`src/rtl/and3_sweep_pkg.sv`:
```
// Shared types, widths and vector ordering for the AND3 sweep sequencer.
// Gray ordering is selected by the AND3_SWEEP_GRAY_EN macro in the vecgen.
package and3_sweep_pkg;

    typedef enum logic [1:0] {
        IDLE,
        SETTLE,
        SAMPLE,
        FINISH
    } state_e;

    localparam int VEC_W = 3;
    localparam int CNT_W = 4;
    localparam int SET_W = 8;

    function automatic logic [VEC_W-1:0] idx_to_vec(
        input logic [VEC_W-1:0] idx,
        input logic             gray
    );
        return gray ? (idx ^ (idx >> 1)) : idx;
    endfunction

endpackage

```
`src/rtl/and3_sweep_vecgen.sv`:
```
// Sequence index register and registered vector driven onto {A3,A2,A1}.
// AND3_SWEEP_GRAY_EN defined: Gray order; undefined: binary order.
import and3_sweep_pkg::*;

module and3_sweep_vecgen (
    input  logic             clk,
    input  logic             rst,
    input  logic             clr,
    input  logic             adv,
    input  logic             drv,
    output logic [VEC_W-1:0] idx,
    output logic [VEC_W-1:0] vec
);

`ifdef AND3_SWEEP_GRAY_EN
    localparam logic GRAY = 1'b1;
`else
    localparam logic GRAY = 1'b0;
`endif

    logic [VEC_W-1:0] idx_q, idx_d;
    logic [VEC_W-1:0] vec_q, vec_d;

    always_comb begin
        idx_d = idx_q;
        if (clr) begin
            idx_d = '0;
        end else if (adv) begin
            idx_d = idx_q + 3'd1;
        end
        // Vector is registered one step ahead so it is stable for the whole window
        vec_d = drv ? idx_to_vec(idx_d, GRAY) : '0;
    end

    always_ff @(posedge clk) begin
        if (rst) begin
            idx_q <= '0;
            vec_q <= '0;
        end else begin
            idx_q <= idx_d;
            vec_q <= vec_d;
        end
    end

    assign idx = idx_q;
    assign vec = vec_q;

endmodule

```
`src/rtl/and3_sweep_ctrl.sv`:
```
// Sweeps all 3-input vectors of a cell under test and checks Z against TRUTH.
// Vector ordering follows AND3_SWEEP_GRAY_EN (see and3_sweep_vecgen).
import and3_sweep_pkg::*;

module and3_sweep_ctrl #(
    parameter int unsigned SETTLE_CYCLES = 2,
    parameter logic [7:0]  TRUTH         = 8'b1000_0000,
    parameter int unsigned PASSES        = 1
) (
    input  logic             CLK,
    input  logic             RST,
    input  logic             START,
    input  logic             Z,
    output logic             A1,
    output logic             A2,
    output logic             A3,
    output logic             BUSY,
    output logic             DONE,
    output logic             PASS,
    output logic [CNT_W-1:0] ERR_CNT,
    output logic [VEC_W-1:0] FAIL_VEC
);

    state_e             state_q, state_d;
    logic [SET_W-1:0]   settle_q, settle_d;
    logic [CNT_W-1:0]   pass_q, pass_d;
    logic [CNT_W-1:0]   err_q, err_d;
    logic [VEC_W-1:0]   fvec_q, fvec_d;
    logic               ok_q, ok_d;
    logic               busy_q, busy_d;
    logic               done_q, done_d;

    logic               vg_clr, vg_adv;
    logic [VEC_W-1:0]   idx, vec;
    logic               miss;

    and3_sweep_vecgen u_vecgen (
        .clk (CLK),
        .rst (RST),
        .clr (vg_clr),
        .adv (vg_adv),
        .drv (busy_d),
        .idx (idx),
        .vec (vec)
    );

    assign miss = !(Z === TRUTH[vec]);

    always_comb begin
        state_d  = state_q;
        settle_d = settle_q;
        pass_d   = pass_q;
        err_d    = err_q;
        fvec_d   = fvec_q;
        ok_d     = ok_q;
        vg_clr   = 1'b0;
        vg_adv   = 1'b0;
        unique case (state_q)
            IDLE: begin
                if (START) begin
                    state_d  = SETTLE;
                    settle_d = '0;
                    pass_d   = '0;
                    err_d    = '0;
                    fvec_d   = '0;
                    ok_d     = 1'b0;
                    vg_clr   = 1'b1;
                end
            end
            SETTLE: begin
                settle_d = settle_q + 8'd1;
                if (settle_q == SET_W'(SETTLE_CYCLES - 1)) begin
                    settle_d = '0;
                    state_d  = SAMPLE;
                end
            end
            SAMPLE: begin
                if (miss) begin
                    if (err_q != 4'hF) begin
                        err_d = err_q + 4'd1;
                    end
                    if (err_q == '0) begin
                        fvec_d = vec;
                    end
                end
                if (idx != 3'd7) begin
                    vg_adv  = 1'b1;
                    state_d = SETTLE;
                end else if (pass_q != CNT_W'(PASSES - 1)) begin
                    vg_clr  = 1'b1;
                    pass_d  = pass_q + 4'd1;
                    state_d = SETTLE;
                end else begin
                    // PASS must already be valid in the DONE cycle
                    ok_d    = (err_d == '0);
                    state_d = FINISH;
                end
            end
            FINISH: begin
                state_d = IDLE;
            end
            default: begin
                state_d = IDLE;
            end
        endcase
        busy_d = (state_d == SETTLE) || (state_d == SAMPLE);
        done_d = (state_d == FINISH);
    end

    always_ff @(posedge CLK) begin
        if (RST) begin
            state_q  <= IDLE;
            settle_q <= '0;
            pass_q   <= '0;
            err_q    <= '0;
            fvec_q   <= '0;
            ok_q     <= 1'b0;
            busy_q   <= 1'b0;
            done_q   <= 1'b0;
        end else begin
            state_q  <= state_d;
            settle_q <= settle_d;
            pass_q   <= pass_d;
            err_q    <= err_d;
            fvec_q   <= fvec_d;
            ok_q     <= ok_d;
            busy_q   <= busy_d;
            done_q   <= done_d;
        end
    end

    assign A1       = vec[0];
    assign A2       = vec[1];
    assign A3       = vec[2];
    assign BUSY     = busy_q;
    assign DONE     = done_q;
    assign PASS     = ok_q;
    assign ERR_CNT  = err_q;
    assign FAIL_VEC = fvec_q;

endmodule

```
`config.mk`:
```
export PLATFORM = sky130hd
export DESIGN_NAME = and3_sweep_ctrl
export DESIGN_NICKNAME = d
export VERILOG_FILES = /design/src/rtl/and3_sweep_pkg.sv /design/src/rtl/and3_sweep_vecgen.sv /design/src/rtl/and3_sweep_ctrl.sv
export SDC_FILE = /design/constraint.sdc
export NUM_CORES = 1
export LEC_CHECK = 0
export BUFFER_PORTS_ARGS = -buffer_cell sky130_fd_sc_hd__buf_2
export CORE_ASPECT_RATIO = 0.5
export CORE_MARGIN = 5
export CORE_UTILIZATION = 55
export CTS_BUF_LIST = sky130_fd_sc_hd__clkbuf_4 sky130_fd_sc_hd__clkbuf_8 sky130_fd_sc_hd__clkbuf_16
export DETAILED_ROUTE_END_ITERATION = 8
export PLACE_DENSITY_LB_ADDON = 0.15
export SLEW_MARGIN = 10
export SYNTH_ARGS = -nofsm -noshare
export SYNTH_HDL_FRONTEND = slang
export SYNTH_SLANG_ARGS = --single-unit
export TNS_END_PERCENT = 30
```
`constraint.sdc`:
```
create_clock -name CLK -period 4.15 [get_ports CLK]
set_input_delay 0.2075 -clock CLK [delete_from_list [all_inputs] [get_ports CLK]]
set_output_delay 0.2075 -clock CLK [all_outputs]
set_load 0.02 [all_outputs]
```
### Word-level counts from Yosys, hierarchy flattened

Memories as Yosys holds them, arrays and structs flattened. A register that Yosys moved wholly into a read port is not among the register bits.
Index checks and enable logic that the tools add are counted.

* register bits after elaboration: 30
* latch bits: 0
* memory bits (writable): 0
* bits in read-only memories: 8
* input port bits: 4
* output and inout bits: 13
* logic and storage cells: 80
* memories kept: 1

Memory list
* (name not given): words 8, bits a word 1, rd ports 1, clocked after memory_dff 1, write ports 0, RTL line and3_sweep_ctrl.sv:47 `assign miss = !(Z === TRUTH[vec]);`

* add/sub/neg operators: 4
* multipliers: 0
* div/mod/pow operators: 0
* magnitude comparators: 1
* equal/unequal tests: 16
* shift-type cells: 0
* muxes and demuxes: 34
* bitwise operators: 1
* reductions and logical operators: 13

Operators with widths (number)
* 4-bit two-way mux: 6
* 3-bit two-way mux: 6
* 8-bit two-way mux: 2
* 4-bit case mux with 2 select lines: 2
* 8-bit case mux with 2 select lines: 1
* 2-bit inequality test, second input constant: 6
* 4-bit AND reduction: 3
* 1-bit two-way mux: 9
* 4-bit by 1-bit adder with 4-bit output, second input constant: 2
* 8-bit by 1-bit adder with 8-bit output, second input constant: 1
* 2-bit == test, second input constant: 4
* 8-bit by 1-bit == test with 1-bit output, second input constant: 1
* 4-bit zero test: 2
* 2-bit two-way mux: 4
* 2-bit case mux with 4 select lines: 1
* 3-bit case mux with 2 select lines: 1
* 2-bit by 1-bit == test with 1-bit output, second input constant: 2
* 3-bit by 4-bit < comparator with 1-bit output, second input constant: 1
* 4-bit inequality test, second input constant: 1
* 1-bit case mux with 2 select lines: 2
* 2-bit AND reduction: 2
* 2-bit nonzero test: 2
* 4-bit nonzero test: 1
* 3-bit by 1-bit adder with 3-bit output, second input constant: 1
* 6 further kinds: 6

### Longest topological paths before layout

* depth in word-level cells: 9
* gate-level depth with buffers: 7
* gate-level depth less buffers: 7

### Hierarchy

From an unflattened synthesis, not the netlist that was laid out.

* cells, all modules: 172
* area total of the unflattened synthesis: 1517.7 µm²

Modules (own cells, without submodules)
* and3_sweep_ctrl: instances 1, cells an instance 154, area an instance 1303.8 µm²
* and3_sweep_vecgen: instances 1, cells an instance 18, area an instance 214.0 µm²

### Worst setup path after synthesis

No wires, ideal clock.

* kind: reg-to-reg
* start: reg u_vecgen.idx_q[0] (netlist: u_vecgen.idx[0])
* end: reg busy_q (netlist: BUSY)
* library setup time: 0.128 ns
* arrival time: 1.514 ns
* required time: 4.022 ns
* setup slack: 2.507 ns
* cell stages (with the launch flop): 8
* buffers on the path: 0
* clock period less this slack: 1.643 ns
* cell sequence: dfxtp_1 > ha_1 > ha_1 > and4bb_2 > nand2_1 > o21ai_1 > ha_1 > nor2b_1

* cells in the longest elaborated chain, start to end: 5
* elaborated cells on any way between the ends: 6
* classes of those cells: eq/ne: 3; mux: 2; reduce/logical: 1

Ends and longest elaborated chain
* from (decl): RTL line and3_sweep_vecgen.sv:21 `logic [VEC_W-1:0] idx_q, idx_d;`
* from (signal assigned): RTL line and3_sweep_vecgen.sv:40 `idx_q <= idx_d;`
* 3-bit inequality test *: RTL line and3_sweep_ctrl.sv:86 `if (idx != 3'd7) begin`
* 2-bit two-way mux *: RTL line and3_sweep_ctrl.sv:86
* 2-bit case mux with 4 select lines *: RTL line and3_sweep_ctrl.sv:58 `unique case (state_q)`
* via state_d[1]: RTL line and3_sweep_ctrl.sv:24 `state_e state_q, state_d;`
* 2-bit by 1-bit == test with 1-bit output / 2-bit == test (equally long branches): RTL line and3_sweep_ctrl.sv:106 `busy_d = (state_d == SETTLE) || (state_d == SAMPLE);`
* 1-bit logical OR *: RTL line and3_sweep_ctrl.sv:106
* via busy_d: RTL line and3_sweep_ctrl.sv:30 `logic busy_q, busy_d;`
* to (signal assigned): RTL line and3_sweep_ctrl.sv:127 `busy_q <= busy_d;`
* to (decl): RTL line and3_sweep_ctrl.sv:30

The timed path passes the listed nets; every way through them passes the cells marked *.
A chain may end at the register's enable or synchronous reset.

### Worst setup path in the final report

* start: reg settle_q[1]
* end: reg busy_q (netlist: BUSY)

* cells in the longest elaborated chain, start to end: 5
* elaborated cells on any way between the ends: 6
* classes of those cells: eq/ne: 3; mux: 2; reduce/logical: 1

Ends and longest elaborated chain
* from (decl): RTL line and3_sweep_ctrl.sv:25 `logic [SET_W-1:0] settle_q, settle_d;`
* from (signal assigned): RTL line and3_sweep_ctrl.sv:122 `settle_q <= settle_d;`
* 8-bit by 1-bit == test with 1-bit output *: RTL line and3_sweep_ctrl.sv:72 `if (settle_q == SET_W'(SETTLE_CYCLES - 1)) begin`
* 2-bit two-way mux *: RTL line and3_sweep_ctrl.sv:72
* 2-bit case mux with 4 select lines *: RTL line and3_sweep_ctrl.sv:58
* via state_d[0]: RTL line and3_sweep_ctrl.sv:24
* 2-bit by 1-bit == test with 1-bit output / 2-bit == test (equally long branches): RTL line and3_sweep_ctrl.sv:106
* 1-bit logical OR *: RTL line and3_sweep_ctrl.sv:106
* via busy_d: RTL line and3_sweep_ctrl.sv:30

Marks and branches as above.

==> results.txt <==
first-pass GRT wire length: 5800 um
Synth Area in Simple Gates: 25.7%
Port-buffer cells: 16
Internal: 0.566 mW
post-DP HPWL: 2360 um
cell taking the most area after synthesis: dfxtp_1
# H-tree levels: 2
1st-iter DRT viols: 91
mux share of post-synthesis cell area: 1.88%
number of I/O pins: 17
final-report hold violation count: 0
CP Launch Point: settle_q[1]
Required @ worst endpoint: 4.31 ns
Core ar.: 0.00268 mm^2
CP endpoint kind: flop
Reg power frac: 42.9%
initial antenna violation count: 0
Slew @ Worst Pin: 0.792 ns
CTS buffer count: 5
CTS tree: yes
EDFF count, synth: 0
Mean Syn Cell Area: 8.96 um^2
CP Launch Type: flop
Clock Power Share: 50.1%
Area Growth Syn to Fin: 13.6%
nets@finish: 206
Initial Utilization: 59.4%
Die W: 86.1 um
Slew HR: 47.0%
Post-synth top cells: dfxtp_1, a21oi_1, o21ai_0
number of max-cap violations: 0
Detail Route Antenna Nets: 0
clock root buffer: clkbuf_8
Synth top area share: 38.9%
total track usage: 19.0%
Setup Buffers After CTS: 0
worst r2r src: settle_q[1]
Yosys Warn Count: 0
# diodes: 0
max-slew violation count: 0
CTS max path bufs: 2
combinational family with the most area after synthesis: simple AND/OR/NAND/NOR gates
Filler cells: 227
fin cells: 231
unique cell type count in the Yosys netlist: 48
final period utilization: 46.5%
Gate power share: 7.0%
Vias per Instance: 5.96
Synth Area in XOR/XNOR: 0.549%
# DRC: 0
pwr dens: 399 mW/mm^2
minimum clock period: 1.93 ns
layout cells sized above 1: 16.5%
final setup violation count: 0
hold_buf cts: 0
WHS Path Cells: 2
WL/cell: 14.7 um
Post-Route Utilization: 67.5%
crit-path max FO: 13
Worst R2R Setup Slack: 2.22 ns
Compound-Gate Fraction of Synth Area: 21.0%
TNS Setup: 0 ns
Mapped Area: 0.00159 mm^2
Final Skew: 0.00655 ns
switching share of power: 21.7%
total congestion overflow: 0
Worst setup endpoint: BUSY
most instantiated library cell after synthesis: dfxtp_1
Die H: 48.1 um
drt total wl: 3400 um
Seq cells post-synth: 31
static leakage power: 0.733 nW
syn nets: 191
clk slew on worst S/H paths: 0.07 ns
ys flop type: dfxtp_1
largest net degree at the start of global routing: 24
detailed-route via count: 1377
ys async rst share: 0%
sw power: 0.157 mW
fmax: 518 MHz
Hold Startpoint: RST
vias in the first global route: 1283
Peak VDD IR: 286 uV
R2R depth: 7
RSZ-0062 raised after global routing: false
hold crit path type: in -> reg
DR pass1 iterations: 4
# resized after CTS: 0
register area share after synthesis: 38.9%
reg2reg end: BUSY
row cnt: 13
adder-cell share of the synthesized area: 7.06%
worst-skew pair later-pin latency: 0.29 ns
Cells after Synth: 178
outcome: finished, final reports clean
Synth area leaders: dfxtp_1, ha_1, a21oi_1, o21ai_0, nor2b_1
die area: 0.00414 mm^2
routability congestion estimate: 0.817
worst endpoint data arrival time: 2.09 ns
# clock sinks: 31
kind of critical path: reg -> reg
Placed Cells: 223
worst min path at each step:
stage / endpoint
6_report: FAIL_VEC[2]
3_5_place_dp: PASS
2_1_floorplan: state_q[0]
5_1_grt: BUSY
3_3_place_gp: FAIL_VEC[1]
4_1_cts: FAIL_VEC[2]
per-stage QoR:
| stage | hold slack, ns | instance area [um^2] | setup WS, ns | power, mW |
|---|---|---|---|---|
| 2_1_floorplan | 0.279 | 1590 | 2.51 | 0.355 |
| 3_3_place_gp | 0.478 | 1670 | 2.27 | 0.364 |
| 3_5_place_dp | 0.467 | 1670 | 2.25 | 0.365 |
| 4_1_cts | 0.336 | 1810 | 2.21 | 0.729 |
| 5_1_grt | 0.363 | 1810 | 2.04 | 0.753 |
| 6_report | 0.341 | 1810 | 2.22 | 0.723 |
routing by layer:
layer | track usage (%) | vias to the layer above | part of all wire, % | routed length, um
met1 | 22.6 | 646 | 47 | 1600
li1 | - | 685 | - | -
met4 | 10.1 | 0 | 1.9 | 64
met5 | 0 | - | 0 | 0
met3 | 6.01 | 7 | 5.6 | 191
met2 | 32.2 | 39 | 46 | 1550
power groups by stage:
stage,Sequential (mW),Combinational [mW],Clock (mW)
after floorplan,0.315,0.0401,0
after global placement,0.316,0.0483,0
after detailed placement,0.316,0.0494,0
after CTS,0.310,0.0508,0.368
after global routing,0.311,0.0566,0.386
final,0.310,0.0505,0.362
layout make-up:
type	instances	area, um^2	share of cell area (%)
clock inverter	2	60.1	3.32
clock buffer	6	76.3	4.22
multi-input combinational	131	897	49.6
tap	37	46.3	2.56
timing repair buffer	16	80.1	4.42
inverter	8	30.0	1.66
sequential	31	621	34.3
kinds of logic after synthesis:
logic type / after synthesis
DFF: 31
and+or+nand+nor: 67
xor gates and xnor gates: 1
muxes: 3
buffers and inverters: 16
adders and majority gates: 9
AOI/OAI and AO/OA: 51
registers in the layout, indices dropped and copies added (netlist names), named ones only:
| signal | cells |
|---|---|
| u_vecgen.idx | 3 |
| ERR_CNT | 4 |
| settle_q | 8 |
| FAIL_VEC | 3 |
| DONE | 1 |
| PASS | 1 |
| BUSY | 1 |
| pass_q | 4 |
| state_q | 2 |
| u_vecgen.vec | 3 |
critical path, cell delays in order (launching register included):
cell and delay, ns:
dfxtp_1 0.37, inv_1 0.07, ha_1 0.17, nor4b_2 0.16, a21oi_2 0.42, nand2b_1 0.19, ha_1 0.27, nor2b_1 0.15
cells in the final DEF (no fill, tap or decap), drive strengths merged, types with 2 or more instances in the layout:
| master | n |
|---|---|
| nor3b | 3 |
| o31ai | 2 |
| nand2 | 8 |
| mux2i | 3 |
| bufinv | 2 |
| a21oi | 19 |
| ha | 9 |
| nand4 | 3 |
| inv | 8 |
| a311oi | 4 |
| and3 | 5 |
| o21ai | 12 |
| and2 | 3 |
| or4 | 3 |
| nor2 | 10 |
| buf | 16 |
| nor3 | 5 |
| clkbuf | 6 |
| nor2b | 8 |
| a31oi | 2 |
| o211a | 2 |
| a41oi | 3 |
| dfxtp | 31 |
| nand2b | 5 |
| nand3 | 5 |
Power figures use the tool's default switching activity.
